File: src/rtl/sim_run_ctrl_pkg.sv
// Shared types for the simulation run controller: FSM states, termination
// cause codes and small width helpers used to size internal counters.
package sim_run_ctrl_pkg;

    typedef enum logic [1:0] {
        ST_HOLD  = 2'd0,
        ST_RUN   = 2'd1,
        ST_DRAIN = 2'd2,
        ST_DONE  = 2'd3
    } run_state_e;

    localparam logic [1:0] CAUSE_NONE   = 2'd0;
    localparam logic [1:0] CAUSE_END    = 2'd1;
    localparam logic [1:0] CAUSE_MAXCYC = 2'd2;
    localparam logic [1:0] CAUSE_HANG   = 2'd3;

    // Bits needed to hold values 0..max_val, never less than one.
    function automatic int cnt_width(input int max_val);
        return (max_val < 2) ? 1 : $clog2(max_val + 1);
    endfunction

    // Bits needed to index n items, never less than one.
    function automatic int idx_width(input int n);
        return (n < 2) ? 1 : $clog2(n);
    endfunction

endpackage

File: src/rtl/sim_run_prio_enc.sv
// Lowest-index-first priority encoder over the end-request sources.
// any_o is high when any request is set; idx_o names the lowest set bit.
module sim_run_prio_enc #(
    parameter int N_SRC = 2,
    parameter int SRC_W = 1
) (
    input  logic [N_SRC-1:0] req_i,
    output logic             any_o,
    output logic [SRC_W-1:0] idx_o
);

    // Scan from the top so the lowest set index is the last one written.
    always_comb begin
        any_o = |req_i;
        idx_o = {SRC_W{1'b0}};
        for (int i = N_SRC - 1; i >= 0; i--) begin
            if (req_i[i]) begin
                idx_o = SRC_W'(i);
            end else begin
                idx_o = idx_o;
            end
        end
    end

endmodule

File: src/rtl/sim_run_ctrl.sv
// Simulation run controller: sequences core reset, counts RUN cycles,
// arbitrates end requests, applies max-cycle / no-commit aborts, drains and
// raises a sticky sim_done with pass/fail and exit information.
// Optional feature macro: SIM_RUN_CTRL_HANG_WDT_EN enables the no-commit
// hang watchdog; without it commit_valid is ignored and HANG never occurs.
module sim_run_ctrl
    import sim_run_ctrl_pkg::*;
#(
    parameter int  N_SRC        = 2,
    parameter int  CODE_W       = 32,
    parameter int  CNT_W        = 64,
    parameter int  RST_CYCLES   = 5,
    parameter int  MAX_CYCLES   = 0,
    parameter int  HANG_CYCLES  = 1000,
    parameter int  DRAIN_CYCLES = 4,
    localparam int SRC_W        = idx_width(N_SRC)
) (
    input  logic                    clock,
    input  logic                    reset,
    input  logic [N_SRC-1:0]        end_req,
    input  logic [N_SRC*CODE_W-1:0] end_code,
    input  logic                    commit_valid,
    output logic                    core_reset,
    output logic                    running,
    output logic [CNT_W-1:0]        cycle_cnt,
    output logic                    sim_done,
    output logic                    sim_pass,
    output logic [1:0]              cause,
    output logic [SRC_W-1:0]        exit_src,
    output logic [CODE_W-1:0]       exit_code
);

    localparam int HOLD_W  = cnt_width(RST_CYCLES);
    localparam int DRAIN_W = cnt_width(DRAIN_CYCLES);
    localparam logic             MAX_EN   = (MAX_CYCLES != 32'sd0);
    localparam logic [CNT_W-1:0] MAX_LAST = CNT_W'(MAX_CYCLES - 1);

    run_state_e          state_q, state_d;
    logic [HOLD_W-1:0]   hold_q, hold_d;
    logic [DRAIN_W-1:0]  drain_q, drain_d;
    logic [CNT_W-1:0]    cnt_q, cnt_d;
    logic                core_reset_q, core_reset_d;
    logic                done_q, done_d;
    logic                pass_q, pass_d;
    logic [1:0]          cause_q, cause_d;
    logic [SRC_W-1:0]    src_q, src_d;
    logic [CODE_W-1:0]   code_q, code_d;

    logic                enc_any;
    logic [SRC_W-1:0]    enc_idx;
    logic [CODE_W-1:0]   win_code;
    logic                hang_hit;

    sim_run_prio_enc #(
        .N_SRC (N_SRC),
        .SRC_W (SRC_W)
    ) u_prio (
        .req_i (end_req),
        .any_o (enc_any),
        .idx_o (enc_idx)
    );

    // Select the exit code belonging to the winning source.
    always_comb begin
        win_code = {CODE_W{1'b0}};
        for (int i = 0; i < N_SRC; i++) begin
            if (enc_idx == SRC_W'(i)) begin
                win_code = end_code[i*CODE_W +: CODE_W];
            end else begin
                win_code = win_code;
            end
        end
    end

`ifdef SIM_RUN_CTRL_HANG_WDT_EN
    localparam int               IDLE_W    = cnt_width(HANG_CYCLES);
    localparam logic [IDLE_W-1:0] IDLE_LAST = IDLE_W'(HANG_CYCLES - 1);

    logic [IDLE_W-1:0] idle_q, idle_d;

    // Idle counter: cleared by a commit, otherwise counts RUN cycles.
    always_comb begin
        idle_d   = idle_q;
        hang_hit = 1'b0;
        if (state_q == ST_RUN) begin
            hang_hit = !commit_valid && (idle_q == IDLE_LAST);
            idle_d   = commit_valid ? {IDLE_W{1'b0}} : (idle_q + IDLE_W'(1));
        end else begin
            idle_d = idle_q;
        end
    end

    // Idle counter register.
    always_ff @(posedge clock) begin
        if (reset) begin
            idle_q <= {IDLE_W{1'b0}};
        end else begin
            idle_q <= idle_d;
        end
    end
`else
    logic wdt_unused;
    assign wdt_unused = commit_valid ^ (HANG_CYCLES == 32'sd0);
    assign hang_hit   = 1'b0;
`endif

    // Next-state and capture logic for the HOLD/RUN/DRAIN/DONE sequence.
    always_comb begin
        state_d      = state_q;
        hold_d       = hold_q;
        drain_d      = drain_q;
        cnt_d        = cnt_q;
        core_reset_d = core_reset_q;
        done_d       = done_q;
        pass_d       = pass_q;
        cause_d      = cause_q;
        src_d        = src_q;
        code_d       = code_q;
        case (state_q)
            ST_HOLD: begin
                core_reset_d = 1'b1;
                if (hold_q <= HOLD_W'(1)) begin
                    hold_d       = {HOLD_W{1'b0}};
                    core_reset_d = 1'b0;
                    state_d      = ST_RUN;
                end else begin
                    hold_d = hold_q - HOLD_W'(1);
                end
            end
            ST_RUN: begin
                cnt_d = (cnt_q == {CNT_W{1'b1}}) ? cnt_q : (cnt_q + CNT_W'(1));
                if (enc_any) begin
                    cause_d = CAUSE_END;
                    src_d   = enc_idx;
                    code_d  = win_code;
                    drain_d = DRAIN_W'(DRAIN_CYCLES);
                    state_d = ST_DRAIN;
                end else if (MAX_EN && (cnt_q == MAX_LAST)) begin
                    cause_d = CAUSE_MAXCYC;
                    code_d  = {CODE_W{1'b0}};
                    drain_d = DRAIN_W'(DRAIN_CYCLES);
                    state_d = ST_DRAIN;
                end else if (hang_hit) begin
                    cause_d = CAUSE_HANG;
                    code_d  = {CODE_W{1'b0}};
                    drain_d = DRAIN_W'(DRAIN_CYCLES);
                    state_d = ST_DRAIN;
                end else begin
                    state_d = ST_RUN;
                end
            end
            ST_DRAIN: begin
                if (drain_q == {DRAIN_W{1'b0}}) begin
                    done_d  = 1'b1;
                    pass_d  = (cause_q == CAUSE_END) && (code_q == {CODE_W{1'b0}});
                    state_d = ST_DONE;
                end else begin
                    drain_d = drain_q - DRAIN_W'(1);
                end
            end
            ST_DONE: begin
                state_d = ST_DONE;
            end
            default: begin
                state_d      = ST_HOLD;
                core_reset_d = 1'b1;
            end
        endcase
    end

    // State, counter and capture registers; reset restores the pre-run state.
    always_ff @(posedge clock) begin
        if (reset) begin
            state_q      <= ST_HOLD;
            hold_q       <= HOLD_W'(RST_CYCLES);
            drain_q      <= {DRAIN_W{1'b0}};
            cnt_q        <= {CNT_W{1'b0}};
            core_reset_q <= 1'b1;
            done_q       <= 1'b0;
            pass_q       <= 1'b0;
            cause_q      <= CAUSE_NONE;
            src_q        <= {SRC_W{1'b0}};
            code_q       <= {CODE_W{1'b0}};
        end else begin
            state_q      <= state_d;
            hold_q       <= hold_d;
            drain_q      <= drain_d;
            cnt_q        <= cnt_d;
            core_reset_q <= core_reset_d;
            done_q       <= done_d;
            pass_q       <= pass_d;
            cause_q      <= cause_d;
            src_q        <= src_d;
            code_q       <= code_d;
        end
    end

    assign core_reset = core_reset_q;
    assign running    = (state_q == ST_RUN);
    assign cycle_cnt  = cnt_q;
    assign sim_done   = done_q;
    assign sim_pass   = pass_q;
    assign cause      = cause_q;
    assign exit_src   = src_q;
    assign exit_code  = code_q;

endmodule
File: config.mk
export PLATFORM = sky130hd
export DESIGN_NAME = sim_run_ctrl
export DESIGN_NICKNAME = d
export VERILOG_FILES = /design/src/rtl/sim_run_ctrl_pkg.sv /design/src/rtl/sim_run_prio_enc.sv /design/src/rtl/sim_run_ctrl.sv
export SDC_FILE = /design/constraint.sdc
export NUM_CORES = 1
export LEC_CHECK = 0
export CAP_MARGIN = 10
export CORE_MARGIN = 2
export CORE_UTILIZATION = 40
export CTS_BUF_LIST = sky130_fd_sc_hd__clkbuf_4 sky130_fd_sc_hd__clkbuf_8
export DETAILED_ROUTE_END_ITERATION = 7
export DONT_BUFFER_PORTS = 1
export HOLD_SLACK_MARGIN = 0.12
export PLACE_DENSITY = 0.58
export SLEW_MARGIN = 25
export SYNTH_ARGS = -nofsm -noshare
export SYNTH_HDL_FRONTEND = slang
export SYNTH_SLANG_ARGS = --single-unit
File: constraint.sdc
create_clock -name clock -period 2.6 [get_ports clock]
set_input_delay 0.39 -clock clock [delete_from_list [all_inputs] [get_ports clock]]
set_output_delay 0.39 -clock clock [all_outputs]
set_load 0.02 [all_outputs]
==> impl_metrics.csv, run 1 <==
group,metric,value,unit
sta,min_period,2.48,ns
sta,clock_skew,0.00953,ns
critical_path,slowest_delay,0.58,ns
sta,whs,0.170,ns
cells_and_area,fin_cells,894,
critical_path,cp.required,2.88,ns
grt,antenna_found_initial,0,
floorplanning,dieArea,14800,um^2
worst_hold_path,worstHoldStart,"reset",
logic_synthesis,synthFlopType,"dfxtp_1",
cts,numCtsBuffers,9,
floorplanning,initial_core_util,41.3,%
logic_synthesis,synth_edf_count,0,
floorplanning,die_height,121,um
placement,gp_congestion,0.811,
drt,firstDrtPassIters,4,
logic_synthesis,syn-cell-area,5520,um^2
critical_path,arrival,2.77,ns
sta,rsz0062_at_grt,"no",
grt,grt_usage,20.7,%
cells_and_area,drive_gt1_share,18.1,%
critical_path,crit_fanout,19,
drt,wire_per_inst,17.2,um
critical_path,endpoint_kind,"register",
cells_and_area,fillers,1286,
drt,vias,5101,
floorplanning,num_rows,42,
power_and_ir_drop,power_switching,1500,uW
cells_and_area,post-route-util,49.2,%
worst_hold_path,hold_path.class,"primary input to register",
floorplanning,num_io_pins,172,
power_and_ir_drop,seqPwrFrac,50.7,%
floorplanning,die_w,121,um
power_and_ir_drop,clock_power_share,28.6,%
sta,hold_viol,0,
grt,gr-total-overflow,0,
power_and_ir_drop,leakage,0.00232,uW
cells_and_area,nNetsFinal,791,
power_and_ir_drop,total_power,4380,uW
power_and_ir_drop,power-per-cell-area,666,nW/um^2
placement,dp_cells,876,
cts,clk_pin_slew,0.10,ns
critical_path,rrSetupSlack,0.12,ns
cts,clock_sinks,109,
critical_path,path_buf_inv,1,
logic_synthesis,synth_most_common_cell,"dfxtp_1",
critical_path,worstSetupStartpointType,"register",
status,outcome,"finished clean",
sta,finalMaxSlewViolations,0,
power_and_ir_drop,max-vdd-ir-drop,0.000476,V
grt,grt_pass1_wl,24200,um
sta,setup_viol,0,
logic_synthesis,yosys.area.top_type,"dfxtp_1",
critical_path,path_class,"register to register",
cts,post-cts-setup-buffers,0,
critical_path,crit_chain,"nand4_1 > or4_4 > or3b_4 > o211ai_4 > buf_12 > nor4_1 > mux2_1",
cells_and_area,syn_to_final_growth,19.1,%
cts,clkLatencyLatePin,0.39,ns
cts,clock-root-buffer,"clkbuf_8",
drt,antenna_left,0,
grt,grt_pass1_vias,4841,
drt,wirelength,15400,um
run,maxCapViolations,0,
sta,slew_headroom,64.6,%
sta,tns,0,ns
logic_synthesis,netlist_instances,652,
critical_path,crit_slowest_cell,"or4_4",
cts,cts.path.max_buffers,2,
logic_synthesis,synthArstFlopShare,0,%
critical_path,reg2reg_from,"cycle_cnt[55]",
sta,fmax,403,MHz
placement,hpwl,11500,um
cts,cts_tree,"built",
drt,drc_errors,0,
critical_path,startpoint,"cycle_cnt[55]",
drt,drtIter0Drc,267,
logic_synthesis,synth_top_area_share,39.5,%
power_and_ir_drop,combPwrFrac,20.7,%
drt,routed_via_density,5.71,
logic_synthesis,syn_avg_cell_area,8.46,um^2
logic_synthesis,yosys-top-cells-area,"dfxtp_1 40%, mux2i_1 6.2%, nor2_1 5.7%",
sta,period_share,95.4,%
logic_synthesis,ys_seq_elements,109,
power_and_ir_drop,p_int,2880,uW
floorplanning,core,13300,um^2
logic_synthesis,ys_top_cells_by_count,"109 x dfxtp_1, 84 x nor2_1, 44 x a21oi_1, 37 x nand2_1, 34 x mux2i_1",
placement,placement.io_buffers,0,
logic_synthesis,ys_seq_area_share,39.5,%
logic_synthesis,synth_warnings,0,
power_and_ir_drop,swShare,34.1,%
cts,htree_levels,3,
critical_path,cp_top_family,"simple AND/OR/NAND/NOR gates",
cells_and_area,diodes,0,
logic_synthesis,syn-num-nets,730,
grt,grt_start_max_net_pins,93,
logic_synthesis,yosys.cell_types.count,49,
sta,worst_slew_pin_slew,0.529,ns
cell usage in the layout, fill, tap and decap left out, types with 3 or more instances in the layout:
| cell | n |
|---|---|
| and4_1 | 8 |
| mux2i_1 | 34 |
| or4_1 | 18 |
| xnor2_1 | 8 |
| and3_1 | 5 |
| inv_1 | 19 |
| nand4_1 | 24 |
| mux2_4 | 3 |
| dfxtp_2 | 5 |
| buf_4 | 85 |
| o21ai_0 | 19 |
| o21ai_1 | 3 |
| buf_12 | 3 |
| nor2b_1 | 17 |
| bufinv_16 | 3 |
| a21oi_1 | 44 |
| or2_2 | 3 |
| nor4_1 | 24 |
| o31ai_1 | 17 |
| dfxtp_1 | 104 |
| or3_1 | 17 |
| ha_1 | 9 |
| nor2_1 | 83 |
| nand3_1 | 19 |
| mux2_1 | 12 |
| clkbuf_8 | 9 |
| xor2_1 | 4 |
| nor3_1 | 12 |
| and2_1 | 5 |
| nand2_1 | 37 |
| a211oi_1 | 33 |
registers in the layout (all words and copies together), names as in the netlist:
name        flops
cycle_cnt      64
exit_code      32
drain_q         3
hold_q          3
state_q         2
cause           1
core_reset      1
exit_src        1
sim_done        1
sim_pass        1
routing by layer:
| metal | track usage, % | wire (um) | vias up |
|---|---|---|---|
| met5 | 0 | 0 | - |
| met4 | 4.45 | 157 | 0 |
| met3 | 8.08 | 1180 | 14 |
| met2 | 36.6 | 7790 | 128 |
| met1 | 23.7 | 6230 | 2436 |
| li1 | - | - | 2523 |
worst paths after layout:
kind / to / cells after the start
worst max-delay path: cycle_cnt[59] / 7
worst min-delay path: cycle_cnt[4] / 2
worst max register to register: cycle_cnt[59] / 7
worst min register to register: hold_q[2] / 1
metrics by stage:
stage / cell area (um^2) / setup slack, ns
CTS: 6560 / 0.0175
global route: 6570 / 0.0157
floorplan: 5520 / 0.00476
detailed placement: 6280 / 0.0420
finish: 6570 / 0.118
global placement: 6280 / 0.0724
timing repair:
action / 4_1_cts / 5_1_grt
hold buffers: 2 / 0
hold endpoints to repair: 92 / 0
resized for setup: 0 / 3
setup endpoints to repair: 0 / 25
area by class of cell:
type / instances / area [um^2] / share of cell area [%]
clock inverter: 6 / 111 / 1.69
inverter: 19 / 71.3 / 1.09
timing repair buffer: 90 / 736 / 11.2
sequential: 109 / 2190 / 33.3
clock buffer: 10 / 131 / 2.00
multi-input combinational: 484 / 3110 / 47.4
tap: 176 / 220 / 3.35
cells by family (layout without fill, tap and decap cells):
| logic type | count (synthesis) | in the layout | synth area share [%] |
|---|---|---|---|
| simple gates | 286 | 286 | 27.7 |
| compound gates | 127 | 127 | 14.8 |
| flops | 109 | 109 | 39.5 |
| buf+inv | 59 | 125 | 4.56 |
| mux | 49 | 49 | 9.43 |
| xor+xnor | 12 | 12 | 1.90 |
| fa+ha+maj | 9 | 9 | 2.04 |
| other cells | 1 | 1 | 0.0680 |
power groups by stage:
stage          Combinational, uW  Sequential [uW]  Clock, uW
2_1_floorplan                673             2210          0
3_3_place_gp                 847             2260          0
3_5_place_dp                 886             2270          0
4_1_cts                      916             2230       1280
5_1_grt                     1040             2250       1360
6_report                     906             2220       1250
Power figures use the tool's default switching activity.
==> run 2: changes to the inputs <==
ABC_AREA = 1   (was unset)
CAP_MARGIN = unset   (was 10)
==> impl_metrics.csv, run 2 <==
group,metric,value,unit
sta,tns,0,ns
critical_path,worstSetupStartpointType,"register",
placement,gp_congestion,0.976,
cts,cts_tree,"built",
grt,antenna_found_initial,0,
logic_synthesis,ys_seq_elements,109,
sta,slew_headroom,62.4,%
drt,firstDrtPassIters,5,
cts,clk_pin_slew,0.13,ns
sta,rsz0062_at_grt,"no",
grt,grt_pass1_vias,5820,
cts,htree_levels,3,
floorplanning,num_rows,45,
drt,wire_per_inst,15.8,um
logic_synthesis,yosys.cell_types.count,34,
sta,whs,0.137,ns
cts,numCtsBuffers,9,
grt,gr-total-overflow,0,
cells_and_area,final_cell_mix,"253 x nand2_1, 199 x nor2_1, 122 x a21oi_1",
run,maxCapViolations,0,
floorplanning,initial_core_util,40.9,%
cells_and_area,diodes,0,
cells_and_area,fillers,1654,
cells_and_area,drive_gt1_share,8.19,%
cts,clock_sinks,109,
cells_and_area,final_area,7040,um^2
critical_path,endpoint_kind,"register",
placement,hpwl,14800,um
floorplanning,die_w,129,um
grt,grt_usage,23.2,%
logic_synthesis,syn-num-nets,1078,
critical_path,crit_chain,"nand2_1 > nor2_1 > nand2_1 > nor3_1 > nand3_1 > a21oi_1 > nor2_1",
critical_path,cp_top_family,"simple AND/OR/NAND/NOR gates",
logic_synthesis,synth_warnings,0,
floorplanning,die_height,129,um
logic_synthesis,ys_seq_area_share,35.1,%
sta,period_share,84.7,%
sta,hold_viol,0,
power_and_ir_drop,leakage,0.00270,uW
placement,dpl-instance-area,6610,um^2
logic_synthesis,syn_avg_cell_area,6.22,um^2
sta,fmax,454,MHz
cts,clkLatencyLatePin,0.40,ns
power_and_ir_drop,power-per-cell-area,611,nW/um^2
critical_path,crit_slowest_cell,"dfxtp_1",
critical_path,rrSetupSlack,0.40,ns
critical_path,crit_fanout,11,
logic_synthesis,synth_edf_count,0,
drt,wirelength,19500,um
sta,worst_slew_pin_slew,0.563,ns
grt,grt_pass1_wl,30200,um
logic_synthesis,synth_top_area_share,35.1,%
floorplanning,core,15200,um^2
floorplanning,dieArea,16600,um^2
cells_and_area,mostFrequentLayoutCell,"nand2_1",
logic_synthesis,yosys-top-cells-area,"dfxtp_1 35%, nand2_1 15%, nor2_1 12%",
logic_synthesis,synthArstFlopShare,0,%
logic_synthesis,synthFlopType,"dfxtp_1",
grt,grt_start_max_net_pins,53,
sta,finalMaxSlewViolations,0,
drt,routed_via_density,5.25,
critical_path,path_buf_inv,0,
drt,drtIter0Drc,500,
power_and_ir_drop,max-vdd-ir-drop,0.000411,V
drt,drc_errors,0,
drt,antenna_left,0,
cts,clock-root-buffer,"clkbuf_8",
cells_and_area,post-route-util,46.3,%
sta,setup_viol,0,
critical_path,slowest_delay,0.56,ns
sta,min_period,2.20,ns
worst_hold_path,hold_path.class,"primary input to register",
critical_path,cp.required,2.89,ns
floorplanning,num_io_pins,172,
sta,clock_skew,0.0180,ns
logic_synthesis,yosys.area.top_type,"dfxtp_1",
logic_synthesis,syn-cell-area,6220,um^2
placement,placement.io_buffers,0,
cells_and_area,largest_reg_flops,64,
logic_synthesis,synth_most_common_cell,"nand2_1",
critical_path,arrival,2.49,ns
status,outcome,"finished clean",
logic_synthesis,ys_top_cells_by_count,"253 x nand2_1, 200 x nor2_1, 122 x a21oi_1, 109 x dfxtp_1, 90 x nand3_1",
critical_path,path_class,"register to register",
cells_and_area,nNetsFinal,1123,
drt,vias,6500,
cells_and_area,syn_to_final_growth,13.2,%
cts,cts.path.max_buffers,2,
logic_synthesis,netlist_instances,1000,
[run 2: cell type report]
type / count / area [um^2] / area share, %
Inverter: 87 / 327 / 4.64
Clock inverter: 6 / 58.8 / 0.835
Sequential cell: 109 / 2180 / 31.0
Timing Repair Buffer: 73 / 603 / 8.56
Multi-Input combinational cell: 765 / 3500 / 49.7
Tap cell: 188 / 235 / 3.34
Clock buffer: 10 / 138 / 1.95
[run 2: cell families after synthesis]
| kind of cell | after synthesis | share of synthesized area (%) |
|---|---|---|
| fa+ha+maj | 9 | 1.81 |
| compound gates | 166 | 14.4 |
| other cells | 1 | 0.0603 |
| simple gates | 586 | 39.5 |
| flops | 109 | 35.1 |
| xor+xnor | 3 | 0.422 |
| buf+inv | 126 | 8.73 |
[run 2: timing repair]
action                                 CTS  global route
setup buffers                            0             0
gates resized for setup                  0             0
endpoints found under the hold margin   44             1
hold buffers                            23             1
[run 2: metrics by stage]
stage | std cells | power, uW | worst slack [ns]
finish | 1238 | 4300 | 0.399
global route | 1238 | 4570 | 0.186
CTS | 1237 | 4330 | 0.414
detailed placement | 1198 | 3230 | 0.447
global placement | 1198 | 3230 | 0.494
floorplan | 1000 | 2940 | 0.753
[run 2: path summary, 6_finish.rpt]
check                 from            end  depth (start not counted)
max          cycle_cnt[17]  cycle_cnt[58]                          7
min           end_code[46]  exit_code[14]                          2
max reg2reg  cycle_cnt[17]  cycle_cnt[58]                          7
min reg2reg     drain_q[1]     drain_q[1]                          1
[run 2: routing by layer]
layer	wire length, um	global-route usage (%)	up-vias
li1	-	-	3325
met1	8580	28.8	2906
met2	8750	37.7	241
met3	1800	9.19	28
met4	397	6.39	0
met5	0	0	-
[run 2: worst reg2reg max path: stages (launching register included)]
cell and delay, ns:
dfxtp_1 0.56, nand2_1 0.15, nor2_1 0.21, nand2_1 0.12, nor3_1 0.23, nand3_1 0.46
a21oi_1 0.29, nor2_1 0.07
[run 2: power by group]
group	total (uW)	switching [uW]	internal [uW]
clock network	1070	664	402
logic	1020	643	381
registers	2210	337	1880
total	4300	1640	2660
==> run 3: changes to the inputs <==
PLACE_DENSITY = 0.56   (was 0.58)
clock period = 2.3 ns   (was 2.6 ns; I/O delays follow)
==> impl_metrics.csv, run 3 (synthesis gave the netlist of run 2 again) <==
group,metric,value,unit
critical_path,arrival,2.35,ns
sta,slew_headroom,61.6,%
cts,post-cts-setup-buffers,0,
placement,hpwl,14800,um
run,maxCapViolations,0,
critical_path,crit_fanout,17,
critical_path,critPathCapture,"cycle_cnt[52]",
drt,wirelength,20000,um
placement,dpl-instance-area,6700,um^2
critical_path,rrSetupSlack,0.25,ns
critical_path,endpoint_kind,"register",
drt,antenna_left,0,
cts,clkLatencyLatePin,0.40,ns
cts,numCtsBuffers,9,
power_and_ir_drop,power-per-cell-area,665,nW/um^2
cts,clock_sinks,109,
cells_and_area,nNetsFinal,1155,
drt,vias,6597,
drt,routed_via_density,5.19,
floorplanning,die_height,129,um
drt,drc_errors,0,
cells_and_area,fin_cells,1270,
critical_path,reg2reg_depth,10,
sta,worst_slew_pin_slew,0.577,ns
placement,placement.io_buffers,0,
critical_path,reg2reg_from,"state_q[1]",
floorplanning,dieArea,16600,um^2
critical_path,worstSetupStartpointType,"register",
sta,period_share,89.0,%
critical_path,cp.required,2.61,ns
grt,gr-total-overflow,0,
cells_and_area,diodes,0,
sta,clock_skew,0.0146,ns
critical_path,path_class,"register to register",
power_and_ir_drop,leakage,0.00285,uW
grt,grt_start_max_net_pins,62,
grt,grt_pass1_wl,32400,um
cts,htree_levels,3,
cells_and_area,fillers,1575,
floorplanning,num_io_pins,172,
cells_and_area,final_area,7360,um^2
sta,fmax,488,MHz
placement,gp_congestion,0.921,
cts,clk_pin_slew,0.12,ns
sta,setup_viol,0,
sta,tns,0,ns
cts,cts.path.max_buffers,2,
cells_and_area,mostFrequentLayoutCell,"nand2_1",
worst_hold_path,hold_path.class,"primary input to register",
floorplanning,die_w,129,um
cells_and_area,post-route-util,48.4,%
critical_path,r2r-end,"cycle_cnt[52]",
drt,firstDrtPassIters,5,
drt,wire_per_inst,15.8,um
cells_and_area,drive_gt1_share,8.87,%
floorplanning,num_rows,45,
grt,grt_usage,24.7,%
cells_and_area,syn_to_final_growth,18.3,%
floorplanning,initial_core_util,40.9,%
cts,cts_tree,"built",
cts,clock-root-buffer,"clkbuf_8",
floorplanning,core,15200,um^2
critical_path,startpoint,"state_q[1]",
placement,dp_cells,1207,
power_and_ir_drop,max-vdd-ir-drop,0.000488,V
drt,drtIter0Drc,487,
sta,finalMaxSlewViolations,0,
grt,grt_pass1_vias,6294,
grt,antenna_found_initial,0,
cells_and_area,largest_reg_flops,64,
status,outcome,"finished clean",
sta,rsz0062_at_grt,"no",
sta,min_period,2.05,ns
cells_and_area,final_cell_mix,"253 x nand2_1, 198 x nor2_1, 122 x a21oi_1",
sta,hold_viol,0,
run 3: cell types whose count changed in the layout (fill, tap and decap cells not counted):
| cell | before | now |
|---|---|---|
| buf_12 | 0 | 2 |
| buf_4 | 49 | 56 |
| clkbuf_8 | 10 | 9 |
| clkinv_2 | 0 | 1 |
| dlygate4sd3_1 | 23 | 46 |
| nor2_1 | 199 | 198 |
| nor2_2 | 10 | 11 |
run 3: critical path: stages (launching register included):
cell	delay, ns
dfxtp_1	0.36
inv_1	0.08
ha_1	0.18
buf_4	0.30
nand3_1	0.20
nor2_2	0.22
nand2_1	0.16
nor2_1	0.23
nand3_1	0.10
nand2_1	0.08
nor2_1	0.04
run 3: power by group:
part	switching, uW	total [uW]	internal (uW)
Sequential	385	2510	2120
Clock	766	1190	424
Combinational	742	1200	454
Total	1890	4890	3000
run 3: how the worst min path moves through the flow:
stage          depth (start not counted)            end         start
4_1_cts                                2  exit_code[22]  end_code[22]
2_1_floorplan                          1     drain_q[1]    drain_q[1]
6_report                               2  exit_code[25]  end_code[25]
3_3_place_gp                           1       sim_done         reset
3_5_place_dp                           1       cause[0]         reset
5_1_grt                                2  exit_code[30]  end_code[30]
run 3: cell type report:
cell class / instances / area, um^2 / share of cell area, %
Clock buffer: 9 / 124 / 1.68
Clock inverter: 7 / 63.8 / 0.867
Inverter: 87 / 327 / 4.44
Multi-Input combinational cell: 765 / 3500 / 47.6
Sequential cell: 109 / 2180 / 29.7
Tap cell: 188 / 235 / 3.20
Timing Repair Buffer: 105 / 926 / 12.6
run 3: timing repair:
action	CTS	global route
gates resized for setup	0	1
hold buffers	47	0
setup endpoints to repair	0	2
hold endpoints to repair	47	0
run 3: per-layer routing:
metal / wire [um] / track usage [%] / up-vias
met3: 1350 / 6.20 / 29
met2: 9220 / 41.4 / 209
met4: 456 / 8.57 / 0
li1: - / - / 3396
met1: 8990 / 31.1 / 2963
met5: 0 / 0 / -
run 3: metrics by stage:
step | setup slack, ns | hold WS [ns] | total power, uW
6_report | 0.253 | 0.140 | 4890
5_1_grt | 0.0339 | 0.138 | 5200
4_1_cts | 0.183 | 0.120 | 4920
3_5_place_dp | 0.205 | 0.420 | 3660
3_3_place_gp | 0.234 | 0.416 | 3650
2_1_floorplan | 0.453 | 0.472 | 3330
